<file path="config.mk">
export PLATFORM = sky130hd
export DESIGN_NAME = shift_reg_univ
export DESIGN_NICKNAME = d
export VERILOG_FILES = /design/src/rtl/shift_reg_univ_pkg.sv /design/src/rtl/shift_reg_univ_dff_en_bit.sv /design/src/rtl/shift_reg_univ.sv
export SDC_FILE = /design/constraint.sdc
export NUM_CORES = 1
export LEC_CHECK = 0
export CAP_MARGIN = 20
export CORE_ASPECT_RATIO = 1.75
export CORE_MARGIN = 1.5
export CORE_UTILIZATION = 40
export DETAILED_ROUTE_END_ITERATION = 6
export HOLD_SLACK_MARGIN = 0.1
export PLACE_DENSITY = 0.76
export RECOVER_POWER = 50
export SLEW_MARGIN = 20
export SYNTH_ARGS = -nofsm -noshare
export SYNTH_HDL_FRONTEND = slang
export SYNTH_SLANG_ARGS = --single-unit
</file>
<file path="constraint.sdc">
create_clock -name clk -period 4.2 [get_ports clk]
set_clock_uncertainty 0.2 [all_clocks]
set_input_delay 0.84 -clock clk [delete_from_list [all_inputs] [get_ports clk]]
set_output_delay 0.84 -clock clk [all_outputs]
set_load 0.05 [all_outputs]
</file>
<file path="src/rtl/shift_reg_univ_pkg.sv">
// Shared encodings for the universal shift register: operation modes and
// the multi-step engine state.
package shift_reg_univ_pkg;

    localparam logic [2:0] MODE_HOLD = 3'b000;
    localparam logic [2:0] MODE_LOAD = 3'b001;
    localparam logic [2:0] MODE_SHL  = 3'b010;
    localparam logic [2:0] MODE_SHR  = 3'b011;
    localparam logic [2:0] MODE_ROL  = 3'b100;
    localparam logic [2:0] MODE_ROR  = 3'b101;

    typedef enum logic {
        ST_IDLE  = 1'b0,
        ST_SHIFT = 1'b1
    } state_t;

    // True for the four modes the multi-step engine can repeat.
    function automatic logic is_shift_mode(input logic [2:0] m);
        return (m == MODE_SHL) || (m == MODE_SHR) || (m == MODE_ROL) || (m == MODE_ROR);
    endfunction

endpackage

</file>
<file path="src/rtl/shift_reg_univ_dff_en_bit.sv">
// One storage bit: async reset and sync clear both force RST_VAL,
// otherwise d is captured when en is high.
module dff_en_bit #(
    parameter logic RST_VAL = 1'b0
) (
    input  logic clk,
    input  logic reset,
    input  logic clr,
    input  logic en,
    input  logic d,
    output logic q
);

    always_ff @(posedge clk or posedge reset) begin
        if (reset)
            q <= RST_VAL;
        else if (clr)
            q <= RST_VAL;
        else if (en)
            q <= d;
    end

endmodule

</file>
<file path="src/rtl/shift_reg_univ.sv">
// Universal WIDTH-bit register: load, shift, rotate, sync clear, serial I/O
// and a multi-step shift engine driven by start/amt with busy/done handshake.
module shift_reg_univ
    import shift_reg_univ_pkg::*;
#(
    parameter int              WIDTH     = 8,
    parameter logic [WIDTH-1:0] RESET_VAL = '0,
    parameter int              CNT_W     = 4
) (
    input  logic             clk,
    input  logic             reset,
    input  logic             en,
    input  logic             clr,
    input  logic [2:0]       mode,
    input  logic [WIDTH-1:0] d,
    input  logic             sin,
    input  logic [CNT_W-1:0] amt,
    input  logic             start,
    output logic [WIDTH-1:0] q,
    output logic             sout,
    output logic             busy,
    output logic             done
);

    state_t           state_reg, state_next;
    logic [CNT_W-1:0] cnt_reg, cnt_next;
    logic [2:0]       mode_reg, mode_next;
    logic             done_reg, done_next;

    logic [2:0]       op_mode;
    logic             q_en;
    logic [WIDTH-1:0] q_next;

    always_ff @(posedge clk or posedge reset) begin
        if (reset) begin
            state_reg <= ST_IDLE;
            cnt_reg   <= '0;
            mode_reg  <= MODE_HOLD;
            done_reg  <= 1'b0;
        end else begin
            state_reg <= state_next;
            cnt_reg   <= cnt_next;
            mode_reg  <= mode_next;
            done_reg  <= done_next;
        end
    end

    // Priority: clr > SHIFT step > start > single op.
    always_comb begin
        state_next = state_reg;
        cnt_next   = cnt_reg;
        mode_next  = mode_reg;
        done_next  = 1'b0;
        q_en       = 1'b0;
        op_mode    = mode;
        if (clr) begin
            state_next = ST_IDLE;
            cnt_next   = '0;
            mode_next  = MODE_HOLD;
        end else if (state_reg == ST_SHIFT) begin
            op_mode = mode_reg;
            if (en) begin
                q_en     = 1'b1;
                cnt_next = cnt_reg - 1'b1;
                if (cnt_reg == CNT_W'(1)) begin
                    state_next = ST_IDLE;
                    done_next  = 1'b1;
                end
            end
        end else if (start) begin
            if (is_shift_mode(mode) && (amt != '0)) begin
                state_next = ST_SHIFT;
                cnt_next   = amt;
                mode_next  = mode;
            end else begin
                done_next = 1'b1;
            end
        end else if (en) begin
            q_en = 1'b1;
        end
    end

    always_comb begin
        q_next = q;
        case (op_mode)
            MODE_LOAD: q_next = d;
            MODE_SHL:  q_next = {q[WIDTH-2:0], sin};
            MODE_SHR:  q_next = {sin, q[WIDTH-1:1]};
            MODE_ROL:  q_next = {q[WIDTH-2:0], q[WIDTH-1]};
            MODE_ROR:  q_next = {q[0], q[WIDTH-1:1]};
            default:   q_next = q;
        endcase
    end

    genvar gi;
    generate
        for (gi = 0; gi < WIDTH; gi++) begin : g_bit
            dff_en_bit #(
                .RST_VAL(RESET_VAL[gi])
            ) u_bit (
                .clk  (clk),
                .reset(reset),
                .clr  (clr),
                .en   (q_en),
                .d    (q_next[gi]),
                .q    (q[gi])
            );
        end
    endgenerate

    logic [2:0] sout_mode;
    assign busy      = (state_reg == ST_SHIFT);
    assign done      = done_reg;
    assign sout_mode = busy ? mode_reg : mode;
    assign sout      = ((sout_mode == MODE_SHL) || (sout_mode == MODE_ROL)) ? q[WIDTH-1] : q[0];

endmodule

</file>
==> impl_metrics.csv <==
group,metric,value,unit
status,status,"finished, violations left",
status,violations,"design-rule violations",
yosys,synth_area_per_cell,8.92,sq um
routing,firstDrtPassIters,6,
cts,cts-resized-gates,0,
sta,maxSlewHeadroom,0.465,
cts,clk_latency,0.25,ns
yosys,synthFlopType,"dfrtp_1",
sta,period_minus_slack,3.74,ns
place,dp.cells,182,
yosys,synthTopCellsByCount,"21 x nor2_1, 17 x dfrtp_1, 13 x a21oi_1",
yosys,syn-cell-area,0.00121,sq mm
job,drv_cap,0,
floorplanning,pin_count,32,
sta,max_freq,0.268,GHz
routing,drc,4,
floorplanning,placement_rows,26,
cells_and_area,nets,182,
grt,grt_pass1_vias,1138,
power_and_ir_drop,p_per_area,316,mW/mm^2
floorplanning,start_util,0.419,
routing,drt_iter0_drc,38,
yosys,synth.largest_area_cell,"dfrtp_1",
cells_and_area,area_growth,23.9,%
yosys,synth-edff-count,0,
sta,setup_tns,0,ns
cells_and_area,drive_gt1_frac,0.0633,
routing,wl,2970,microns
sta,drv_slew,0,
floorplanning,core,0.00290,sq mm
yosys,ys_warn_count,0,
place,port_buffers,31,
yosys,synthTopCellsByArea,"dfrtp_1 35%, mux2i_1 8.2%, nor2_1 6.5%",
grt,grt_usage,0.202,
cts,cts_root_buffer,"clkbuf_8",
critical_path,required,3.16,ns
cells_and_area,final_cells,186,
routing,wl_per_cell,16.0,microns
power_and_ir_drop,total_power,0.476,mW
hold_path,hp-class,"flop to flop",
critical_path,worstPathArrival,2.70,ns
cts,clockBufferDepth,2,
cts,post_cts_buffers,0,
floorplanning,die_width,44.6,microns
critical_path,path_class,"input port to primary output",
cts,cts_tree,"done",
critical_path,startpoint_type,"input port",
routing,ant_nets,0,
critical_path,worstPathCellList,"dlygate4sd3_1 -> xnor2_1 -> nor3_1 -> a21oi_1 -> mux2_2 -> buf_4",
cts,cts.sinks,17,
critical_path,critPathMaxStageDelay,0.62,ns
yosys,synth-async-reset-ratio,1.00,
critical_path,slowest_stage,"dlygate4sd3_1",
grt,grt_max_degree,18,
critical_path,path_max_fanout,6,
yosys,synth.top_cell.area_share,0.351,
sta,worst_slew_pin_slew,0.796,ns
place,routabilityCongestion,0.871,
cts,clk_pin_slew,0.06,ns
yosys,syn_nets,159,
grt,grt_pass1_wl,5100,microns
critical_path,cp-end-kind,"primary output",
cells_and_area,largest_reg_flops,8,
power_and_ir_drop,p_leak,0.623,nW
grt,grt_overflow_total,0,
cts,cts_buffers,3,
grt,antenna_found_initial,0,
sta,fin_crit_sh,0.889,
floorplanning,die_y,75.9,microns
routing,vias,1091,
floorplanning,die-area,0.00339,sq mm
cts,cts-hold-fix-buffers,0,
sta,final-setup-viol-count,0,
sta,rsz0062_at_grt,"false",
power_and_ir_drop,vdd_ir_drop_max,0.231,mV
cts,htree_levels,1,
yosys,ys_seq_elements,17,
routing,detail_route.vias_per_cell,5.87,
sta,hold_violations,0,
yosys,synth_seq_area_share,0.351,
sta,worst_hold_slack,0.334,ns
cells_and_area,antenna_cells,0,
yosys,synth_most_common_cell,"nor2_1",
cells_and_area,n_fill_cell,283,
yosys,syn_inst,136,
yosys,yosysUniqueCellTypes,36,
place,hpwl,2340,microns
## final cells by class
cell class	instances	area (sq um)	share of cell area
well taps	28	35.0	0.0233
clock buffers	4	45.0	0.0300
inverters	5	18.8	0.0125
repair buffers	32	315	0.210
multi-input cells	100	664	0.442
flip-flops and latches	17	425	0.283
## kinds of logic after synthesis
group	Yosys count	synth area share
AOI/OAI and AO/OA	34	0.191
xor gates and xnor gates	2	0.0206
adders and majority gates	2	0.0206
buffers and inverters	19	0.0866
DFF	17	0.351
muxes	13	0.120
and+or+nand+nor	49	0.211
## path summary, 6_finish.rpt
kind / from / end / slack [ns] / depth (start not counted)
setup / recovery: mode[1] / sout / 0.46 / 6
hold / removal: cnt_reg[3] / cnt_reg[3] / 0.33 / 2
setup reg to reg: busy / cnt_reg[0] / 1.70 / 5
hold reg to reg: cnt_reg[3] / cnt_reg[3] / 0.33 / 2
max in group asynchronous: reset / g_bit[3].u_bit.q / 2.47 / 2
min in group asynchronous: reset / g_bit[0].u_bit.q / 0.92 / 2
## worst max-delay path: cells and delay by family
family / cells / cell delay [ns]
simple gates: 1 / 0.09
buf+inv: 2 / 0.81
compound gates: 1 / 0.16
xor+xnor: 1 / 0.44
mux: 1 / 0.35
## layout by cell type, fill, tap and decap left out, drive strengths merged, types with 4 or more instances in the layout
master          n
dfrtp          17
nand2           5
a22o            6
nor2           21
mux2i          11
inv             5
clkdlybuf4s50  26
clkbuf          4
a21oi          13
nor3            7
dlygate4sd3     4
## power breakdown
group          switching (mW)  internal (mW)  total, mW
Combinational          0.0890         0.0687      0.158
Sequential             0.0186          0.178      0.196
Clock                  0.0547         0.0673      0.122
Total                   0.162          0.314      0.476
## metrics by stage
stage | worst slack, ns | cell area, sq um | util
floorplan | 1.38 | 1210 | -
global placement | 0.674 | 1480 | 0.510
detailed placement | 0.634 | 1480 | 0.510
CTS | 0.622 | 1520 | 0.526
global route | 0.304 | 1500 | 0.519
finish | 0.464 | 1500 | 0.519
## metal layers
metal,wire length (microns),global-route usage
met4,47,0.0943
met3,142,0.0379
met1,1140,0.223
met5,0,0
met2,1640,0.361
Power figures use the tool's default switching activity.
